<file path="config.mk">
export PLATFORM = sky130hd
export DESIGN_NAME = hazard_stall_ctrl
export DESIGN_NICKNAME = d
export VERILOG_FILES = /design/src/rtl/hazard_stall_ctrl.sv
export SDC_FILE = /design/constraint.sdc
export NUM_CORES = 1
export LEC_CHECK = 0
export CAP_MARGIN = 0
export CORE_UTILIZATION = 44
export CTS_BUF_LIST = sky130_fd_sc_hd__clkbuf_16
export DETAILED_ROUTE_END_ITERATION = 12
export PLACE_DENSITY_LB_ADDON = 0.25
export SLEW_MARGIN = 20
export SYNTH_ARGS = -nofsm -noshare
export SYNTH_HDL_FRONTEND = slang
export SYNTH_SLANG_ARGS = --single-unit
</file>
<file path="constraint.sdc">
create_clock -name clk -period 2.4 [get_ports clk]
set_input_delay 0.36 -clock clk [delete_from_list [all_inputs] [get_ports clk]]
set_output_delay 0.36 -clock clk [all_outputs]
set_load 0.02 [all_outputs]
</file>
<file path="src/rtl/hazard_stall_ctrl.sv">
// Pipeline hazard stall/flush controller: load-use stalls, taken-branch flushes and
// data-memory wait freezes, with Mealy outputs and a saturating stall-cycle counter.
module hazard_stall_ctrl #(
  parameter int LU_CYCLES = 1,
  parameter int FLUSH_CYC = 1,
  parameter int CNT_W     = 16
) (
  input  logic             clk,
  input  logic             reset,
  input  logic             ID_EX_MemRead_In,
  input  logic [4:0]       ID_EX_Rt_In,
  input  logic [4:0]       IF_ID_Rs_In,
  input  logic [4:0]       IF_ID_Rt_In,
  input  logic             Branch_Taken_In,
  input  logic             Mem_Busy_In,
  input  logic             Stall_Clr_In,
  output logic             PCWrite_Out,
  output logic             IF_IDWrite_Out,
  output logic             ID_EX_Bubble_Out,
  output logic             IF_Flush_Out,
  output logic [CNT_W-1:0] Stall_Count_Out
);

  typedef enum logic [1:0] {RUN, LU_HOLD, MEM_WAIT, FLUSH} state_t;

  localparam logic [2:0] LU_INIT = 3'(LU_CYCLES - 1);
  localparam logic [1:0] FL_INIT = 2'(FLUSH_CYC - 1);

  state_t           r_state, w_state_next;
  logic [2:0]       r_lu_cnt, w_lu_cnt_next;
  logic [1:0]       r_fl_cnt, w_fl_cnt_next;
  logic [CNT_W-1:0] r_stall_cnt;
  logic             w_lu;
  logic             w_pcw, w_ifid, w_bubble, w_flush;

  assign w_lu = ID_EX_MemRead_In && (ID_EX_Rt_In != 5'd0) &&
                ((ID_EX_Rt_In == IF_ID_Rs_In) || (ID_EX_Rt_In == IF_ID_Rt_In));

  always_comb begin
    w_state_next  = r_state;
    w_lu_cnt_next = r_lu_cnt;
    w_fl_cnt_next = r_fl_cnt;
    w_pcw         = 1'b0;
    w_ifid        = 1'b0;
    w_bubble      = 1'b0;
    w_flush       = 1'b0;
    // A memory freeze wins in every state and discards any pending lu/flush work.
    if (Mem_Busy_In) begin
      w_pcw         = 1'b1;
      w_ifid        = 1'b1;
      w_state_next  = MEM_WAIT;
      w_lu_cnt_next = 3'd0;
      w_fl_cnt_next = 2'd0;
    end else begin
      case (r_state)
        RUN, MEM_WAIT: begin
          w_state_next = RUN;
          if (Branch_Taken_In) begin
            w_flush = 1'b1;
            if (FL_INIT != 2'd0) begin
              w_state_next  = FLUSH;
              w_fl_cnt_next = FL_INIT;
            end
          end else if (w_lu) begin
            w_pcw    = 1'b1;
            w_ifid   = 1'b1;
            w_bubble = 1'b1;
            if (LU_INIT != 3'd0) begin
              w_state_next  = LU_HOLD;
              w_lu_cnt_next = LU_INIT;
            end
          end
        end
        LU_HOLD: begin
          w_pcw    = 1'b1;
          w_ifid   = 1'b1;
          w_bubble = 1'b1;
          if (r_lu_cnt <= 3'd1) begin
            w_state_next  = RUN;
            w_lu_cnt_next = 3'd0;
          end else begin
            w_lu_cnt_next = r_lu_cnt - 3'd1;
          end
        end
        FLUSH: begin
          w_flush = 1'b1;
          if (r_fl_cnt <= 2'd1) begin
            w_state_next  = RUN;
            w_fl_cnt_next = 2'd0;
          end else begin
            w_fl_cnt_next = r_fl_cnt - 2'd1;
          end
        end
      endcase
    end
  end

  always_ff @(posedge clk or negedge reset) begin
    if (!reset) begin
      r_state  <= RUN;
      r_lu_cnt <= 3'd0;
      r_fl_cnt <= 2'd0;
    end else begin
      r_state  <= w_state_next;
      r_lu_cnt <= w_lu_cnt_next;
      r_fl_cnt <= w_fl_cnt_next;
    end
  end

  // Outputs are gated by reset so the pipe runs normally while reset is held.
  assign PCWrite_Out      = reset & w_pcw;
  assign IF_IDWrite_Out   = reset & w_ifid;
  assign ID_EX_Bubble_Out = reset & w_bubble;
  assign IF_Flush_Out     = reset & w_flush;

  always_ff @(posedge clk or negedge reset) begin
    if (!reset) begin
      r_stall_cnt <= '0;
    end else if (Stall_Clr_In) begin
      r_stall_cnt <= '0;
    end else if (PCWrite_Out && (r_stall_cnt != {CNT_W{1'b1}})) begin
      r_stall_cnt <= r_stall_cnt + 1'b1;
    end
  end

  assign Stall_Count_Out = r_stall_cnt;

endmodule

</file>
======== After elaboration in Yosys (flattened, before gate mapping) ========
Index checks and enable logic that the tools add are counted.
word-level totals
  logic and storage cells ................. 51
  output and inout port bits .............. 20
  input bits .............................. 21
  bits in registers ....................... 23
cells by class
  eq/ne operators ......................... 8
  reduce and logical (&&, ||, !) cells .... 11
  add/sub/neg operators ................... 3
  multiplexer cells ....................... 20
  bitwise gates (word level) .............. 3
  order comparisons ....................... 2
operator list
  cell                                                                   number
  16-bit 2-to-1 mux                                                      2
  16-bit by 1-bit adder with 16-bit output, second input constant        1
  16-bit != test, second input constant                                  1
  2-bit 2-to-1 mux                                                       6
  5-bit == test                                                          2
  3-bit 2-to-1 mux                                                       3
  1-bit 2-to-1 mux                                                       6
  3-bit != test, second input constant                                   2
  2-bit one-hot mux with 3 select lines                                  1
  2-bit nonzero test                                                     3
  5-bit nonzero test                                                     1
  2-bit == test, second input constant                                   2
  1-bit one-hot mux with 2 select lines                                  2
  1-bit bitwise AND                                                      3
  3-bit by 1-bit <= comparator with 1-bit output, second input constant  1
  1-bit logical AND                                                      3
  3-bit by 1-bit subtractor with 3-bit output, second input constant     1
  2-bit by 1-bit == test with 1-bit output, second input constant        1
  2-bit by 1-bit <= comparator with 1-bit output, second input constant  1
  2-bit logical NOT                                                      1
  2-bit AND reduction                                                    1
  2-bit OR reduction                                                     1
  2-bit by 1-bit subtractor with 2-bit output, second input constant     1
  1-bit logical OR                                                       1

======== Longest topological paths before layout ========
  depth after elaboration ................. 11
  mapped depth ............................ 8
  gate-level depth less buffers ........... 7

======== Worst setup path after synthesis ========
OpenSTA, ideal clock, no wires.
  path type ............................... register to register
  start ................................... register r_stall_cnt[0], in the netlist Stall_Count_Out[0]
  end ..................................... register r_stall_cnt[15], in the netlist Stall_Count_Out[15]
  data arrival time ....................... 1960 ps
  clock period less this slack ............ 2088 ps
  required time ........................... 2272 ps
  path slack .............................. 312 ps
  buffers on the path ..................... 1
  library setup time ...................... 128 ps
  cell stages (with the launch flop) ...... 9
  cell sequence ........................... dfrtp_1 ha_1 nand2_1 or3_1 o221a_4 nand2_4 buf_6 nor4_1 mux2_1
between the ends
  word-level cells in the longest chain between the ends .. 3
  elaborated cells on any way between the ends .. 6
  classes of those cells .................. add/sub: 1; eq/ne: 1; mux: 2; reduce/logical: 2
RTL lines
  element                                                                     line      source
  from (decl)                                                                 32        logic [CNT_W-1:0] r_stall_cnt;
  from (signal assigned)                                                      122       r_stall_cnt <= r_stall_cnt + 1'b1;
  16-bit by 1-bit adder with 16-bit output or 16-bit != test (tied branches)  122, 121
  16-bit 2-to-1 mux or 1-bit logical AND (tied branches)                      121       end else if (PCWrite_Out && (r_stall_cnt != {CNT_W{1'b1}})) begin
  16-bit 2-to-1 mux or 2-bit nonzero test (tied branches)                     n/a
Parallel ways exist; a longest one is shown, timed or not. The select of a mux whose other input is x is not followed.
A chain may end at the register's enable or synchronous reset.

======== Final worst setup path ========
  start ................................... input ID_EX_Rt_In[4]
  end ..................................... output ID_EX_Bubble_Out
between the ends
  word-level cells in the longest chain between the ends .. 8
  elaborated cells on any way between the ends .. 11
  classes of those cells .................. eq/ne: 2; mux: 4; bitwise: 1; reduce/logical: 4
RTL lines
  element                                                line    source
  from (decl)                                            11      input logic [4:0] ID_EX_Rt_In,
  5-bit == test or 5-bit nonzero test (tied branches)    37, 36
  1-bit logical OR or 1-bit logical AND (tied branches)  37, 36
  1-bit logical AND (*)                                  36      assign w_lu = ID_EX_MemRead_In && (ID_EX_Rt_In != 5'd0) &&
  1-bit 2-to-1 mux (*)                                   64      end else if (w_lu) begin
  1-bit 2-to-1 mux (*)                                   58      if (Branch_Taken_In) begin
  1-bit one-hot mux with 2 select lines (*)              55      case (r_state)
  1-bit 2-to-1 mux (*)                                   48      if (Mem_Busy_In) begin
  1-bit bitwise AND (*)                                  113     assign ID_EX_Bubble_Out = reset & w_bubble;
  to (decl)                                              19      output logic ID_EX_Bubble_Out,
Every way passes the cells marked *; elsewhere a longest branch is shown, timed or not.

==> impl_results.md <==
- Share of cells above drive strength 1: 0.162
- Fin nets: 196
- Clock Pin Slew Worst Setup and Hold Paths: 0.05 ns
- Worst-Skew Late Latency: 0.24 ns
- Main combinational cell family by area after synthesis: simple AND/OR/NAND/NOR gates
- Routed met3 length: 232 um
- Placeable Area: 2300 sq um
- Final Instance Area: 1700 sq um
- Ant. Diodes: 0
- Clock sink count: 16
- Post-synth ARST share: 1.00
- Flop-to-flop setup slack: 0.34 ns
- Multi-input logic area: 671 sq um
- Largest net degree at the start of global routing: 19
- Row Count: 17
- Vias in the first global route: 1,079
- Worst min path class: in -> async
- EDFF count, synth: 0
- Max Slew Vio Count: 0
- Pwr/cell area: 435 nW/um^2
- M1 WL: 1.17 mm
- H-tree depth: 1
- CTS Root Cell: clkbuf_16
- Crit path depth: 6
- FF-to-FF path depth: 7
- Clock buffer depth: 2
- Synth Warn #: 0
- First-pass GRT wire length: 4.37 mm
- Reg2reg start: Stall_Count_Out[0]
- Die height: 52.3 um
- Top cell types by occurrence after synthesis: 16 x dfrtp_1, 13 x nor2_1, 11 x nand3_1, 11 x xnor2_1
- Mapped Nets: 140
- Total GRT Usage: 0.218
- Max reg flops: 16
- Setup violators final: 0
- Aggregate routed wire length: 2.81 mm
- Setup TNS: 0 ns
- DR vias: 1,099
- Tightest Pin Transition: 0.482 ns
- Endpoints failing hold: 0
- Synthesized-area fraction occupied by adder cells: 0.0112
- Syn Inst Count: 118
- P&R area growth vs syn: 52.6%
- Synthesized flop and latch total: 16
- CP max-delay cell: clkdlybuf4s50_1
- Iteration-0 DRC count of the detailed router: 21
- Xor-xnor portion of the synthesized cell area: 0.134
- Syn_area_per_cell: 9.43 sq um
- Routed Antenna Nets: 0
- Sequential cell area: 400 sq um
- Synth area leaders: dfrtp_1 36%, xnor2_1 8.7%, nand3_1 4.9%, xor2_1 4.7%, nor2_1 4.4%
- Inst Count DP: 197
- Min cycle time layout: 2.29 ns
- DP Worst Slack: -0.270 ns
- Number of CTS-inserted buffers: 3
- TritonCTS clock tree: done
- Setup ws final: 0.108 ns
- RePlAce Congestion: 0.832
- Initial core utilization: 0.484
- Pleak: 0.728 nW
- Max-cap violations: 0
- Top Layer Used: met4
- Synth Flop Type: dfrtp_1
- Crit Reg-Reg Endpoint: Stall_Count_Out[13]
- Post-DP HPWL: 2.13 mm
- Startpoint types: input port
- Critical Path End Type: output port
- Worst EP arrival: 1.93 ns
- Period utilisation layout: 0.955
- Area leader, netlist: dfrtp_1
- Post-synthesis mux area share: 0.0394
- Crit path largest cell delay: 0.54 ns
- Hold buffers post-CTS: 0
- Drt pass-1 iters: 4
- Worst Path Max Fanout: 3
- Port Buffers: 40
- VDD IR max: 0.376 mV
- Simple-gate share of the synthesized area: 0.301
- Most frequent cell after synthesis: dfrtp_1
- Layout Skew: 0.000981 ns
- Die width: 52.3 um
- Met2 routed WL: 1.40 mm
- Worst Setup Path Type: in -> out
- Post-placement cell area: 1630 sq um
- Number of setup buffers added after CTS: 0
- Area of the mapped netlist: 1110 sq um
- Crit path max-delay family: buffers and inverters
- Crit path to: ID_EX_Bubble_Out
- Post-synth top area share: 0.360
- Complex-gate fraction of the synthesized area: 0.117
- RSZ-0062 raised after global routing: no
- Routed len/inst: 14.0 um
- Crit path buffers/inverters: 2
- Critical Path RT: 2.04 ns
- Sequential-to-total area share from yosys stat: 0.360
- F_max: 436 MHz
- Worst Setup SP: ID_EX_Rt_In[4]
- Fillers: 177
- Slew Limit Headroom: 0.676
- Status: completed
- Initial antenna violation count: 0
- Cell Chain, Critical Path: clkdlybuf4s50_1 > xnor2_1 > nand3_1 > o22ai_1 > and4_1 > dlygate4sd2_1
- Netlist cell types: 41
- Grt ovf: 0
- Vias/cell: 5.47
- DRC violations left: 0
- I/O Pins: 41
- Die area: 2730 sq um
- Power consumption: 739 uW
- Non-filler cells, final: 201
-- worst min-delay path by stage --
| stage | from | to | slack, ns | depth (start not counted) |
|---|---|---|---|---|
| global placement | Stall_Count_Out[4] | Stall_Count_Out[4] | 0.57 | 2 |
| detailed placement | Stall_Count_Out[4] | Stall_Count_Out[4] | 0.59 | 2 |
| finish | reset | Stall_Count_Out[14] | 0.58 | 2 |
| global route | reset | Stall_Count_Out[14] | 0.61 | 2 |
| CTS | reset | Stall_Count_Out[15] | 0.60 | 2 |
| floorplan | reset | Stall_Count_Out[0] | 0.06 | 0 |
-- layout make-up --
class / instances / share of cell area
Clock inverter: 1 / 0.00221
Sequential cell: 16 / 0.236
Inverter: 3 / 0.00663
Multi-Input combinational cell: 95 / 0.395
Tap cell: 28 / 0.0206
Clock buffer: 3 / 0.0442
Timing Repair Buffer: 55 / 0.296
-- through the flow --
stage	hold WS [ns]	utilization
after floorplan	0.0644	-
after global placement	0.567	0.710
after detailed placement	0.585	0.710
after CTS	0.595	0.742
after global routing	0.614	0.739
final	0.585	0.739
-- per-layer routing --
layer,track usage,vias up
met5,0,-
met4,0.110,0
met3,0.0522,2
met2,0.382,50
met1,0.243,509
li1,-,538
-- cells by family (layout without fill, tap and decap cells) --
logic type / Yosys count / after routing
compound gates: 15 / 15
xor+xnor: 17 / 17
fa+ha+maj: 1 / 1
buf+inv: 7 / 62
flops: 16 / 16
mux: 4 / 4
simple gates: 58 / 58
-- power by group --
group | internal (mW) | switching, mW | total [mW] | leakage [nW]
clock | 0.221 | 0.103 | 0.324 | 0.0385
sequential | 0.272 | 0.00291 | 0.275 | 0.223
combinational | 0.0783 | 0.0620 | 0.140 | 0.466
-- cells in the final DEF, fill, tap and decap left out, drive strengths merged --
cell,count
a21o,1
a31oi,2
and2b,1
a311oi,1
nand3,12
clkbuf,5
clkdlybuf4s50,37
nand4,2
nand2b,1
nor3,3
ha,1
xnor2,11
clkinv,1
and4b,1
and3,7
o221a,1
nor2,13
o31ai,2
inv,3
nand3b,1
o21ai,1
xor2,6
or3,2
o221ai,1
a41oi,1
buf,15
mux2,3
and4,2
and2,1
mux2i,1
dlygate4sd2,1
nand2,5
nor2b,2
o22ai,1
nor4,3
a21oi,4
dfrtp,16
or4,2
-- timing repair --
item | CTS | global route
pin swaps | 0 | 0
setup endpoints to repair | 3 | 2
gates resized for setup | 3 | 4
Note: power is estimated with default switching activity, not from simulation.
==> patch 1: new RTL, same flow settings <==
Set the parameter `CNT_W` to 32 (it was 16).
--- a/src/rtl/hazard_stall_ctrl.sv
+++ b/src/rtl/hazard_stall_ctrl.sv
@@ -5,3 +5,3 @@
   parameter int FLUSH_CYC = 1,
-  parameter int CNT_W     = 16
+  parameter int CNT_W     = 32
 ) (
Ports: changed (resized Stall_Count_Out); port bits go from 41 to 57. The function was not compared with the original's and may differ.
==> patch 1 against the unedited design <==
- cell area grew 76%
- sequential cell count up 16
- total power increased by 77%
- synthesized area rose by 85%
- setup slack got worse by 64 ps
- synthesized cell count grew 90%
- routed wire length grew 87%
- highest routed layer unchanged
==> patch 1: results (changes against the unedited design) <==
status=completed (unchanged); maximum fanout along the worst path=6 (was 3); sequential-to-total area share from yosys stat=39.00% (was 36.00%); top cells by area, synth=dfrtp_1, xnor2_1, nor2_1 (was dfrtp_1, xnor2_1, nand3_1); Port Buffers=56 (was 40); CTS buffer count=5 (was 3); max FFs per register=32 (was 16); met3 Use GR=4.329% (was 5.217%); CP top delay family=simple AND/OR/NAND/NOR gates (was buffers and inverters); Clock Skews=4.405 ps (was 0.9809 ps); Netlist cell types=48 (was 41); Synth Warn #=0 (unchanged); Mapped Cells=224 (was 118); Mapped Nets=246 (was 140); dpl hpwl=3881 um (was 2133 um); met2 global-route usage=36.51% (was 38.19%); slowest CP cell=dfrtp_2 (was clkdlybuf4s50_1); largest net degree at the start of global routing=22 (was 19); First DRT Iteration DRCs=91 (was 21); WL per Instance=14.80 um (was 14.00 um); Peak VDD IR=0.4303 mV (was 0.3758 mV); Static Leak=1.260 nW (was 0.7278 nW); GRT Resource Usage Total=22.80% (was 21.82%); first-pass GRT wire length=8866 um (was 4374 um); Worst Path Arrival=2560 ps (was 1930 ps); crit-path max cell delay=440 ps (was 540 ps); met1 Track Usage GR=31.17% (was 24.28%); clock latency on the worst-skew pair=280 ps (was 240 ps); Cell Area, Placed=0.002819 mm2 (was 0.001630 mm2); Nets=324 (was 196); Non-Filler Instances=355 (was 201)
patch 1: cell count changes after synthesis, moves of 4 or more:
| cell | unedited run | this run |
|---|---|---|
| nor2_1 | 13 | 32 |
| dfrtp_1 | 16 | 32 |
| nand2_1 | 4 | 12 |
| nand4_1 | 1 | 9 |
| o21ai_0 | 1 | 9 |
| inv_1 | 3 | 10 |
| nor4_1 | 3 | 10 |
| a21oi_1 | 4 | 9 |
| xor2_1 | 6 | 11 |
| and3_1 | 6 | 2 |
| clkbuf_1 | 1 | 5 |
patch 1: worst reg2reg max path: stages (launching register included):
cell,delay [ps]
dfrtp_2,440
ha_4,180
and4_1,240
and3_2,230
a41o_4,270
or3_1,390
or3_1,390
a21oi_1,160
patch 1: path summary, 6_finish.rpt:
kind | slack [ps] | to | start | cells past startpoint
worst max-delay path | 40 | Stall_Count_Out[10] | Stall_Count_Out[1] | 7
worst min-delay path | 580 | Stall_Count_Out[26] | reset | 2
worst max register to register | 40 | Stall_Count_Out[10] | Stall_Count_Out[1] | 7
worst min register to register | 580 | Stall_Count_Out[9] | Stall_Count_Out[9] | 2
max in group asynchronous | 1420 | Stall_Count_Out[24] | reset | 3
min in group clk | 580 | Stall_Count_Out[9] | Stall_Count_Out[9] | 2
patch 1: logic make-up after synthesis:
logic type                 synth area share [%]
and+or+nand+nor                           30.23
buffers and inverters                     6.216
AOI/OAI and AO/OA                         11.15
adders and majority gates                0.6093
xor gates and xnor gates                  10.66
muxes                                     2.133
DFF                                       39.00
patch 1: timing repair:
item / 4_1_cts / 5_1_grt
setup buffers: 0 / 1
resized for setup: 3 / 11
setup endpoints to repair: 3 / 13
pin swaps: 0 / 2
patch 1: final cells by class:
type	count	area (um2)
Multi-Input combinational cell	169	1146
Sequential cell	32	803.3
Tap cell	52	65.06
Clock buffer	5	125.1
Clock inverter	3	15.01
Fill cell	363	1429
Timing Repair Buffer	84	793.3
Inverter	10	37.54
patch 1: per-layer routing:
metal | part of all wire, % | up-vias | wire length, um
li1 | - | 970 | -
met1 | 46 | 944 | 2394
met2 | 49 | 55 | 2563
met3 | 4.6 | 6 | 241
met4 | 1.1 | 0 | 56
met5 | 0 | - | 0
patch 1: report_power, final:
group / switching (mW) / total, mW / internal [mW]
Sequential: 0.00223 / 0.544 / 0.542
Combinational: 0.0779 / 0.150 / 0.0724
Clock: 0.235 / 0.611 / 0.376
Total: 0.315 / 1.31 / 0.991
patch 1: per-stage QoR:
stage,hold slack [ps],setup TNS [ps],worst slack [ps]
floorplan,64.41,0,1.473
finish,577.5,0,44.85
CTS,582.0,0,1.678
global route,590.8,0,6.079
global placement,558.5,-2461,-261.2
detailed placement,577.5,-3749,-283.0
==> patch 2: new RTL, same flow settings <==
Without the edit above. Encoding of `state_t`: now one-hot (4 bits for 4 states).
--- a/src/rtl/hazard_stall_ctrl.sv
+++ b/src/rtl/hazard_stall_ctrl.sv
@@ -23,3 +23,3 @@
 
-  typedef enum logic [1:0] {RUN, LU_HOLD, MEM_WAIT, FLUSH} state_t;
+  typedef enum logic [3:0] {RUN = 4'b0001, LU_HOLD = 4'b0010, MEM_WAIT = 4'b0100, FLUSH = 4'b1000} state_t;
 
Formal check against the unedited RTL: no difference found for any inputs over 10 cycles, from zero or initial values and one cycle with reset low; not proved beyond that.
==> patch 2 against the unedited design <==
- routed wire length up 5.8%
- synthesized area up 4.4%
- total power up 4.3%
- cell count up 5.5%
- largest power group unchanged
- hold slack worse by 67 ps
- cell area up 2.7%
- count of clock-buffer cells in the layout unchanged
- sequential share of layout area up 2.3 points
- die area up 4.2%
- global-route usage up 2.5 points
- critical path depth up 2
- setup slack worse by 1.1 ps
- sequential cell count up 2
==> patch 2: results (changes against the unedited design) <==
Static Leak=0.6725 nW (was 0.7278 nW); switching pwr=0.1693 mW (was 0.1674 mW); Port Buffers=40 (unchanged); Placer Congestion=0.7685 (was 0.8315); Nets=205 (was 196); first-pass GRT wire length=5016 um (was 4374 um); Logic pwr share=16.5% (was 19.0%); met3 Use GR=6.609% (was 5.217%); largest net degree at the start of global routing=20 (was 19); status=completed (unchanged); top cells by area, synth=dfrtp_1, xnor2_1, or4_1 (was dfrtp_1, xnor2_1, nand3_1); post-synthesis compound-gate area fraction=16.70% (was 11.70%); fraction of layout cells with a size suffix above 1=13.74% (was 16.18%); slowest CP cell=clkdlybuf4s50_1 (unchanged); Hold Path Class=flop to flop (was input pin to async pin); sequential-to-total area share from yosys stat=38.90% (was 36.00%); met2 global-route usage=42.92% (was 38.19%); Slew headroom=78.39% (was 67.63%); met1 Track Usage GR=29.23% (was 24.28%); GRT Resource Usage Total=24.31% (was 21.82%); vias in the first global route=1161 (was 1079); Worst Path Arrival=2420 ps (was 1930 ps); First DRT Iteration DRCs=19 (was 21); Adder-Cell Fraction of Synth Area=1.078% (was 1.125%); Worst R2R Path Depth=8 (was 7); XOR/XNOR Fraction of Synth Area=9.052% (was 13.39%); combinational power=0.127 mW (was 0.140 mW); Mapped Nets=151 (was 140); via count=1170 (was 1099); most frequent cells after synthesis=dfrtp_1, nor2_1, xnor2_1 (was dfrtp_1, nor2_1, nand3_1, xnor2_1); final WL=2975 um (was 2813 um); Sequential Power Share=40.8% (was 37.2%)
==> patch 2: path summary, 6_finish.rpt <==
check | start | end | slack, ps
max | ID_EX_Rt_In[4] | Stall_Count_Out[13] | 110
min | r_state[0] | r_state[0] | 520
max reg2reg | Stall_Count_Out[13] | Stall_Count_Out[1] | 160
min reg2reg | r_state[0] | r_state[0] | 520
max in group asynchronous | reset | r_state[0] | 1620
min in group asynchronous | reset | r_state[2] | 570
==> patch 2: kinds of logic (layout without fill, tap and decap cells) <==
family	after synthesis	count (layout)
flops	18	18
simple gates	57	57
mux	2	2
xor+xnor	12	12
fa+ha+maj	1	1
buf+inv	9	62
compound gates	30	30
==> patch 2: cell type report <==
| class | instances | area [um2] |
|---|---|---|
| sequential | 18 | 451.7 |
| fill | 202 | 734.5 |
| timing repair buffer | 54 | 505.5 |
| clock buffer | 3 | 75.07 |
| multi-input combinational | 102 | 654.4 |
| inverter | 4 | 15.01 |
| tap | 30 | 37.54 |
| clock inverter | 1 | 3.754 |
==> patch 2: routing by layer <==
metal | routed length (um) | vias to the layer above
met4 | 10 | 0
li1 | - | 583
met3 | 149 | 2
met2 | 1593 | 30
met5 | 0 | -
met1 | 1222 | 555
==> patch 2: metrics by stage <==
step	instances	worst slack (ps)	setup TNS [ps]	hold WS [ps]	area, um2
6_report	212	107.3	0	517.7	1743
5_1_grt	212	6.082	0	557.6	1743
4_1_cts	212	62.14	0	517.5	1733
3_5_place_dp	208	-210.5	-1231	509.1	1658
3_3_place_gp	208	-133.3	-622.6	491.1	1658
2_1_floorplan	129	156.2	0	64.41	1161
==> patch 2: repair_timing <==
item,4_1_cts,5_1_grt
gates resized for setup,3,2
hold buffers,0,0
endpoints found under the setup margin,3,6
